--- config.mk ---
export PLATFORM = sky130hd
export DESIGN_NAME = pipe_adder
export DESIGN_NICKNAME = d
export VERILOG_FILES = /design/src/rtl/pipe_adder_pkg.sv /design/src/rtl/pipe_adder_chunk.sv /design/src/rtl/pipe_adder.sv
export SDC_FILE = /design/constraint.sdc
export NUM_CORES = 1
export LEC_CHECK = 0
export ABC_AREA = 1
export CAP_MARGIN = 15
export CORE_MARGIN = 5
export CORE_UTILIZATION = 52
export CTS_BUF_LIST = sky130_fd_sc_hd__clkbuf_2
export DETAILED_ROUTE_END_ITERATION = 10
export PLACE_DENSITY = 0.75
export SYNTH_ARGS = -nofsm -noshare
export SYNTH_HDL_FRONTEND = slang
export SYNTH_HIERARCHICAL = 1
export SYNTH_SLANG_ARGS = --single-unit
--- constraint.sdc ---
create_clock -name clk -period 15.8 [get_ports clk]
set_input_delay 2.37 -clock clk [delete_from_list [all_inputs] [get_ports clk]]
set_output_delay 2.37 -clock clk [all_outputs]
set_load 0.02 [all_outputs]
--- src/rtl/pipe_adder_pkg.sv ---
// Shared ALU datapath constants and helpers for the pipelined adder.
// Latency: none (definitions only).
// Backpressure: not applicable.
package pipe_adder_pkg;

    // Default datapath width of the ALU operands.
    localparam int ALU_WIDTH = 32;

    // Operation select carried on the sub input.
    typedef enum logic {
        OP_ADD = 1'b0,
        OP_SUB = 1'b1
    } op_e;

    // Two's-complement overflow: both addends share a sign the result lost.
    function automatic logic signed_ovf(input logic a_msb, input logic b_msb, input logic s_msb);
        return (a_msb == b_msb) && (s_msb != a_msb);
    endfunction

endpackage

--- src/rtl/pipe_adder_chunk.sv ---
// One CHUNK-bit ripple slice of the pipelined adder with registered sum and carry.
// Latency: 1 cycle from a/b/cin to s/cout.
// Backpressure: holds s/cout whenever en is low.
module adder_chunk #(
    parameter int W = 8
) (
    input  logic         clk,
    input  logic         rst,
    input  logic         en,
    input  logic [W-1:0] a,
    input  logic [W-1:0] b,
    input  logic         cin,
    output logic [W-1:0] s,
    output logic         cout
);

    // Register the slice sum and its carry-out; hold when the pipe is frozen.
    always_ff @(posedge clk) begin
        if (rst) begin
            s    <= '0;
            cout <= 1'b0;
        end else if (en) begin
            {cout, s} <= {1'b0, a} + {1'b0, b} + {{W{1'b0}}, cin};
        end
    end

endmodule

--- src/rtl/pipe_adder.sv ---
// Pipelined WIDTH-bit adder/subtractor split into STAGES carry-chained slices, with ovf/zero flags.
// Latency: STAGES cycles from an accepted beat to out_valid; one beat per cycle.
// Backpressure: whole pipe freezes while out_valid & !out_ready; in_ready drops with it.
module pipe_adder
    import pipe_adder_pkg::*;
#(
    parameter int WIDTH  = ALU_WIDTH,
    parameter int STAGES = 4
) (
    input  logic             clk,
    input  logic             rst,
    input  logic             in_valid,
    output logic             in_ready,
    input  logic [WIDTH-1:0] a,
    input  logic [WIDTH-1:0] b,
    input  logic             cin,
    input  logic             sub,
    output logic             out_valid,
    input  logic             out_ready,
    output logic [WIDTH-1:0] s,
    output logic             cout,
    output logic             ovf,
    output logic             zero
);

    localparam int CHUNK = WIDTH / STAGES;

    if ((STAGES < 1) || (WIDTH % STAGES != 0)) begin : g_bad_cfg
        $error("pipe_adder: WIDTH must be a non-zero multiple of STAGES");
    end

    logic advance;

    // Values presented to slice k: stage 0 is the conditioned input beat,
    // later stages come from the skew registers.
    logic [WIDTH-1:0] a_st [STAGES];
    logic [WIDTH-1:0] b_st [STAGES];
    logic [WIDTH-1:0] r_st [STAGES];
    logic [STAGES-1:0] c_st;
    logic [STAGES-1:0] v_st;

    // Skew registers between stages: operands ride along until their chunk
    // is added; r_q carries the already finished lower result chunks.
    logic [WIDTH-1:0] a_q [1:STAGES];
    logic [WIDTH-1:0] b_q [1:STAGES];
    logic [WIDTH-1:0] r_q [1:STAGES];
    logic [STAGES:1]  v_q;

    // Result view per stage: finished lower chunks merged with the slice output just registered.
    logic [WIDTH-1:0] rv [1:STAGES];

    logic [STAGES-1:0][CHUNK-1:0] chunk_s;
    logic [STAGES-1:0]            chunk_c;

    assign advance  = !v_q[STAGES] || out_ready;
    assign in_ready = advance;

    // Build the per-slice operand, carry and partial-result views.
    always_comb begin
        a_st[0] = a;
        b_st[0] = (sub == OP_SUB) ? ~b : b;
        c_st[0] = (sub == OP_SUB) ? ~cin : cin;
        v_st[0] = in_valid;
        r_st[0] = '0;
        for (int k = 1; k <= STAGES; k++) begin
            rv[k] = r_q[k];
            rv[k][(k-1)*CHUNK +: CHUNK] = chunk_s[k-1];
        end
        for (int k = 1; k < STAGES; k++) begin
            a_st[k] = a_q[k];
            b_st[k] = b_q[k];
            c_st[k] = chunk_c[k-1];
            v_st[k] = v_q[k];
            r_st[k] = rv[k];
        end
    end

    // Advance the skew/de-skew registers and the valid pipe together.
    always_ff @(posedge clk) begin
        if (rst) begin
            for (int k = 1; k <= STAGES; k++) begin
                a_q[k] <= '0;
                b_q[k] <= '0;
                r_q[k] <= '0;
            end
            v_q <= '0;
        end else if (advance) begin
            for (int k = 1; k <= STAGES; k++) begin
                a_q[k] <= a_st[k-1];
                b_q[k] <= b_st[k-1];
                r_q[k] <= r_st[k-1];
            end
            v_q <= v_st;
        end
    end

    for (genvar k = 0; k < STAGES; k++) begin : g_slice
        adder_chunk #(
            .W(CHUNK)
        ) u_chunk (
            .clk (clk),
            .rst (rst),
            .en  (advance),
            .a   (a_st[k][k*CHUNK +: CHUNK]),
            .b   (b_st[k][k*CHUNK +: CHUNK]),
            .cin (c_st[k]),
            .s   (chunk_s[k]),
            .cout(chunk_c[k])
        );
    end

    // Final stage outputs; zero is qualified by valid so an empty pipe reports 0.
    assign out_valid = v_q[STAGES];
    assign s         = rv[STAGES];
    assign cout      = chunk_c[STAGES-1];
    assign ovf       = signed_ovf(a_q[STAGES][WIDTH-1], b_q[STAGES][WIDTH-1], rv[STAGES][WIDTH-1]);
    assign zero      = v_q[STAGES] && !(|rv[STAGES]);

endmodule

Word level (Yosys, flattened, before mapping)
Memories as Yosys holds them, arrays and structs flattened.
Index checks and enable logic that the tools add are counted.
{"block": "classes", "mux": 19, "magnitude_cmp": 0, "add_sub_neg": 8, "mul": 0, "div": 0, "reduce_logical": 6, "bitwise_logic": 14, "n_eq_ne": 2, "shift": 0}
{"op": "$mux W32", "count": 13}
{"op": "$add A8 B8 Y9", "count": 4}
{"op": "$add A9 B1 Y9", "count": 4}
{"op": "$not A32 Y32", "count": 1}
{"op": "$reduce_or A32 Y1", "count": 1}
{"op": "$or A1 B1 Y1", "count": 12}
{"op": "$mux W1", "count": 6}
{"op": "$logic_and A1 B1 Y1", "count": 2}
{"op": "$logic_not A1 Y1", "count": 2}
{"op": "$eq A1 B1 Y1", "count": 1}
{"op": "$logic_or A1 B1 Y1", "count": 1}
{"op": "$ne A1 B1 Y1", "count": 1}
{"op": "$not A1 Y1", "count": 1}
{"block": "totals", "latch_bits": 0, "n_memories": 3, "ff_bits": 40, "in_bits": 70, "ram_bits": 384, "elab_cells": 61, "mem_bits_ro": 0}
{"name": "a_q", "words": 4, "word_bits": 32, "read_ports": 4, "rd_ports_with_merged_regs": 0, "wr": 4, "line": "pipe_adder.sv:44", "rtl": "logic [WIDTH-1:0] a_q [1:STAGES];"}
{"name": "b_q", "words": 4, "word_bits": 32, "read_ports": 4, "rd_ports_with_merged_regs": 0, "wr": 4, "line": "pipe_adder.sv:45", "rtl": "logic [WIDTH-1:0] b_q [1:STAGES];"}
{"name": "r_q", "words": 4, "word_bits": 32, "read_ports": 4, "rd_ports_with_merged_regs": 0, "wr": 4, "line": "pipe_adder.sv:46", "rtl": "logic [WIDTH-1:0] r_q [1:STAGES];"}

Depth between registers and ports, before layout
{"block": "logic_depth", "word_depth": 6, "mapped_depth": 13, "mapped_depth_nobuf": 11}

Modules after synthesis
Netlist, hierarchy kept.
{"mod": "pipe_adder", "seq_area_each_um2": 4464.3, "area_each_um2": 6354.8, "n_inst": 1, "cells_per_inst": 545}
{"mod": "adder_chunk at g_slice[2].u_chunk ...", "seq_area_each_um2": 180.2, "area_each_um2": 699.4, "n_inst": 2, "cells_per_inst": 102}
{"mod": "adder_chunk at g_slice[1].u_chunk", "seq_area_each_um2": 180.2, "area_each_um2": 704.4, "n_inst": 1, "cells_per_inst": 102}
{"mod": "adder_chunk at g_slice[0].u_chunk", "seq_area_each_um2": 180.2, "area_each_um2": 669.4, "n_inst": 1, "cells_per_inst": 99}

Worst setup path after synthesis
No wires, ideal clock.
{"block": "synth_path", "kind": "input to register", "startpoint": "input port out_ready", "endpoint": "register, netlist name a_q[0][10]", "arrival_time_ns": 5.743, "path_stages": 2, "t_required_ns": 14.184, "slack_ns": 8.441, "n_path_buf": 0, "cell_sequence": "inv_1 > nand3_1"}
{"element": "start: declaration", "line": "pipe_adder.sv:19", "rtl": "input logic out_ready,"}

Final worst setup path
{"block": "layout_path", "startpoint": "input port out_ready", "endpoint": "output port in_ready"}
{"block": "layout_between", "elab_chain_len": 1}
{"element": "$logic_or A1 B1 Y1", "line": "pipe_adder.sv:55", "rtl": "assign advance = !v_q[STAGES] || out_ready;"}
{"element": "end: declaration", "line": "pipe_adder.sv:13", "rtl": "output logic in_ready,"}
No other way between the ends.

==> report_table.html <==
<table>
<tr><th>Metric</th><th>Value</th></tr>
<tr><th colspan="2">Cells and area</th></tr>
<tr><td>Commonest non-fill, non-tap cells in the layout</td><td>nor2_1 (231), inv_1 (194), edfxtp_1 (146), clkdlybuf4s50_1 (105), nand2_1 (103)</td></tr>
<tr><td>Area used by multi-input combinational logic</td><td>0.00278 mm2</td></tr>
<tr><td>Post-layout instance count excluding filler cells</td><td>1270</td></tr>
<tr><td>Layout overhead on the synthesized area</td><td>14.2%</td></tr>
<tr><td>Filler Cell Count</td><td>1471</td></tr>
<tr><td>Nets</td><td>1137</td></tr>
<tr><td>Share of post-route cells with drive strength above 1</td><td>0.0498</td></tr>
<tr><td>Storage cell area</td><td>0.00518 mm2</td></tr>
<tr><td>Commonest non-fill, non-tap cell in the layout</td><td>nor2_1</td></tr>
<tr><th colspan="2">STA</th></tr>
<tr><td>Final Critical Period</td><td>6.66 ns</td></tr>
<tr><td>Clock skew</td><td>0.0266 ns</td></tr>
<tr><td>Number of slew-limit violations in the final report</td><td>0</td></tr>
<tr><td>Final TNS setup</td><td>0 ns</td></tr>
<tr><td>Post-route fraction of the period consumed by the critical path</td><td>0.422</td></tr>
<tr><td>Worst-margin pin slew</td><td>1.02 ns</td></tr>
<tr><td>Relative slew slack</td><td>0.317</td></tr>
<tr><td>Number of hold-slack violations in the final timing report</td><td>0</td></tr>
<tr><td>Maximum frequency from static timing analysis</td><td>0.150 GHz</td></tr>
<tr><td>Setup repair after global routing missed its margin</td><td>false</td></tr>
<tr><td>Setup Viol. Count Final</td><td>0</td></tr>
<tr><th colspan="2">Setup path</th></tr>
<tr><td>Data arrival at the endpoint of the critical path</td><td>4.29 ns</td></tr>
<tr><td>Crit path depth</td><td>5</td></tr>
<tr><td>Slowest cell delay on critical path</td><td>0.74 ns</td></tr>
<tr><td>Worst reg-to-reg path cell count</td><td>5</td></tr>
<tr><td>Origin of the critical flop-to-flop path</td><td>v_q[4]</td></tr>
<tr><td>Crit path buffers/inverters</td><td>4</td></tr>
<tr><td>Crit path top cell by count</td><td>clkdlybuf4s50_1</td></tr>
<tr><td>Setup crit start kind</td><td>input pin</td></tr>
<tr><td>Critical path data required time</td><td>13.43 ns</td></tr>
<tr><td>Crit path cell chain</td><td>clkdlybuf4s50_1 &gt; inv_1 &gt; nand2_2 &gt; buf_4 &gt; clkdlybuf4s50_1</td></tr>
<tr><td>Peak fanout along the critical path</td><td>62</td></tr>
<tr><td>Gate family responsible for the most delay along the worst path</td><td>buffers and inverters</td></tr>
<tr><td>Worst R2R End</td><td>b_q[0][23]</td></tr>
<tr><td>CP endpoint</td><td>in_ready</td></tr>
<tr><td>Critical Path Start</td><td>out_ready</td></tr>
<tr><td>Critical path class</td><td>in -&gt; out</td></tr>
<tr><td>Slack of the worst reg-to-reg path</td><td>13.06 ns</td></tr>
<tr><td>Category of the worst setup path capture point</td><td>output pin</td></tr>
<tr><td>Slowest cell on the critical path</td><td>clkdlybuf4s50_1</td></tr>
<tr><th colspan="2">Floorplan</th></tr>
<tr><td>I/O pin count</td><td>107</td></tr>
<tr><td>Height of the die</td><td>142 um</td></tr>
<tr><td>Horizontal die dimension</td><td>142 um</td></tr>
<tr><td>Core outline area</td><td>0.0172 mm2</td></tr>
<tr><td>Cell row count</td><td>48</td></tr>
<tr><td>Total Die Area</td><td>0.0203 mm2</td></tr>
<tr><td>Starting density of the core</td><td>0.530</td></tr>
<tr><th colspan="2">GRT</th></tr>
<tr><td>Overall routing resource usage</td><td>0.161</td></tr>
<tr><td>Maximum number of pins on one net before global-route repair</td><td>100</td></tr>
<tr><td>Total congestion overflow after global routing</td><td>0</td></tr>
<tr><td>Vias in the first global route</td><td>5461</td></tr>
<tr><td>Initial antenna violation count</td><td>1</td></tr>
<tr><td>Wire length of the first global-routing pass</td><td>26.0 mm</td></tr>
<tr><th colspan="2">Synth</th></tr>
<tr><td>Library cell occupying the most area in the post-synthesis netlist</td><td>edfxtp_1</td></tr>
<tr><td>Share of async-settable or async-resettable flops after synthesis</td><td>0</td></tr>
<tr><td>Number of flops mapped to enable cells by yosys</td><td>146</td></tr>
<tr><td>Yosys cell types</td><td>27</td></tr>
<tr><td>Dominant synthesized flop cell</td><td>edfxtp_1</td></tr>
<tr><td>Synth top area cells</td><td>edfxtp_1 (48%), nor2_1 (9.5%), dfxtp_1 (8.8%), inv_1 (8.0%), nand2_1 (4.2%)</td></tr>
<tr><td>Netlist area before placement</td><td>0.00913 mm2</td></tr>
<tr><td>Post-Synthesis Cells</td><td>950</td></tr>
<tr><td>Seq/Total Area, Yosys</td><td>0.568</td></tr>
<tr><td>Post-Syn Nets</td><td>1056</td></tr>
<tr><td>Post-synthesis area per instance</td><td>9.61 um2</td></tr>
<tr><td>Synthesized flop and latch total</td><td>186</td></tr>
<tr><td>Number of warnings issued by yosys</td><td>6</td></tr>
<tr><td>Post-synth top area share</td><td>0.480</td></tr>
<tr><th colspan="2">Placed design</th></tr>
<tr><td>Cell count after placement</td><td>1237</td></tr>
<tr><td>Post-detailed-placement half-perimeter wirelength</td><td>10.6 mm</td></tr>
<tr><td>RD Place Congestion</td><td>0.823</td></tr>
<tr><td>Port buffer count</td><td>106</td></tr>
<tr><th colspan="2">Route</th></tr>
<tr><td>Iteration count of the initial detailed-routing pass</td><td>5</td></tr>
<tr><td>Post-detailed-route DRC marker count</td><td>0</td></tr>
<tr><td>Total wire length</td><td>15.4 mm</td></tr>
<tr><td>Wire per inst</td><td>12.2 um</td></tr>
<tr><td>Via total after detailed routing</td><td>5725</td></tr>
<tr><td>Vias per cell</td><td>4.51</td></tr>
<tr><td>1st-iter DRT viols</td><td>455</td></tr>
<tr><td>ANT nets after route</td><td>0</td></tr>
<tr><th colspan="2">Job</th></tr>
<tr><td>Max-cap violations</td><td>0</td></tr>
<tr><th colspan="2">Pwr</th></tr>
<tr><td>Part of the total power dissipated in the clock network</td><td>0.298</td></tr>
<tr><td>Cell-internal power</td><td>769 uW</td></tr>
<tr><td>PwrDens</td><td>98.7 mW/mm2</td></tr>
<tr><td>Power share of the combinational group</td><td>0.140</td></tr>
<tr><td>Net Sw Frac</td><td>0.252</td></tr>
<tr><td>Switching Power</td><td>260 uW</td></tr>
<tr><td>Share of power burned in registers</td><td>0.562</td></tr>
<tr><td>Pleak</td><td>0.00479 uW</td></tr>
<tr><td>Max VDD drop</td><td>0.0528 mV</td></tr>
<tr><th colspan="2">Clock tree</th></tr>
<tr><td>TritonCTS Buffers</td><td>17</td></tr>
<tr><td>Clock Path Buffers</td><td>2</td></tr>
<tr><td>Number of setup buffers added after CTS</td><td>0</td></tr>
<tr><td>Clock latency on the worst-skew pair</td><td>0.73 ns</td></tr>
<tr><td># resized after CTS</td><td>0</td></tr>
<tr><td>Cell at the root of the clock tree</td><td>clkbuf_2</td></tr>
<tr><td>H-tree Lvls</td><td>4</td></tr>
<tr><td>Clock transition at the registers of the reported paths</td><td>0.25 ns</td></tr>
<tr><td>Number of clock sinks seen by CTS</td><td>186</td></tr>
<tr><td>Number of hold buffers added after cts</td><td>0</td></tr>
<tr><td>CTS tree</td><td>done</td></tr>
<tr><th colspan="2">Worst hold path</th></tr>
<tr><td>Worst min path class</td><td>reg -&gt; reg</td></tr>
<tr><th colspan="2">Run status</th></tr>
<tr><td>Status</td><td>complete, no violations</td></tr>
</table>
## registers in the layout, indices dropped and copies added (netlist names)
register and count:
a_q 49, b_q 49, r_q 48, g_slice.u_chunk/s 32
g_slice.u_chunk/cout 4, v_q 4
## cell families after synthesis
logic type,synth area share
buffers and inverters,0.129
and+or+nand+nor,0.178
xor gates and xnor gates,0.0374
AOI/OAI and AO/OA,0.0319
adders and majority gates,0.0559
DFF,0.568
## worst min-delay path by stage
stage	startpoint	to	slack [ns]	depth (start not counted)
6_report	v_q[3]	v_q[4]	0.49	2
5_1_grt	v_q[1]	v_q[2]	0.52	2
4_1_cts	v_q[3]	v_q[4]	0.48	2
3_5_place_dp	v_q[3]	v_q[4]	0.45	2
3_3_place_gp	v_q[3]	v_q[4]	0.44	2
2_1_floorplan	v_q[3]	v_q[4]	0.43	2
## per-stage QoR
stage	hold slack, ns	util	cell area, um2	total power [uW]	worst slack [ns]
5_1_grt	0.523	0.605	10400	1080	9.03
6_report	0.492	0.605	10400	1030	9.14
3_5_place_dp	0.446	0.585	10100	733	9.15
2_1_floorplan	0.430	-	9130	689	8.44
3_3_place_gp	0.444	0.585	10100	728	9.15
4_1_cts	0.483	0.605	10400	1040	9.15
## routing by layer
layer  part of all wire  GRT usage  vias to the layer above
met5                  0          0                        -
met3              0.054     0.0380                       15
li1                   -          -                     3081
met2               0.45      0.248                      133
met4              0.011     0.0435                        0
met1               0.49      0.231                     2496
## layout make-up
cell class                 instances  area share
timing repair buffer             110       0.104
clock buffer                      17     0.00816
multi-input combinational        519       0.267
tap                              225      0.0270
sequential                       186       0.497
antenna                            1    0.000240
clock inverter                    15      0.0253
inverter                         197      0.0709
## power by group through the flow
stage / Clock, uW / Sequential [uW] / Combinational (uW)
after floorplan: 0 / 587 / 102
after global placement: 0 / 588 / 140
after global routing: 335 / 583 / 164
after detailed placement: 0 / 590 / 144
after CTS: 313 / 579 / 145
final: 307 / 578 / 144
## tightest hold or removal path, cell delays in order (launching register included)
cell     delay (ns)
dfxtp_1        0.35
inv_1          0.06
a21oi_1        0.06
## Yosys cell counts, drive strengths merged (6+ instances only)
cell,instances
nand3,45
o211ai,6
nand3b,10
buf,47
dfxtp,40
nand2,108
edfxtp,146
xnor2,25
o21ai,19
xor2,14
inv,197
a21oi,15
fa,8
nor2,231
ha,28
Power figures use the tool's default switching activity.
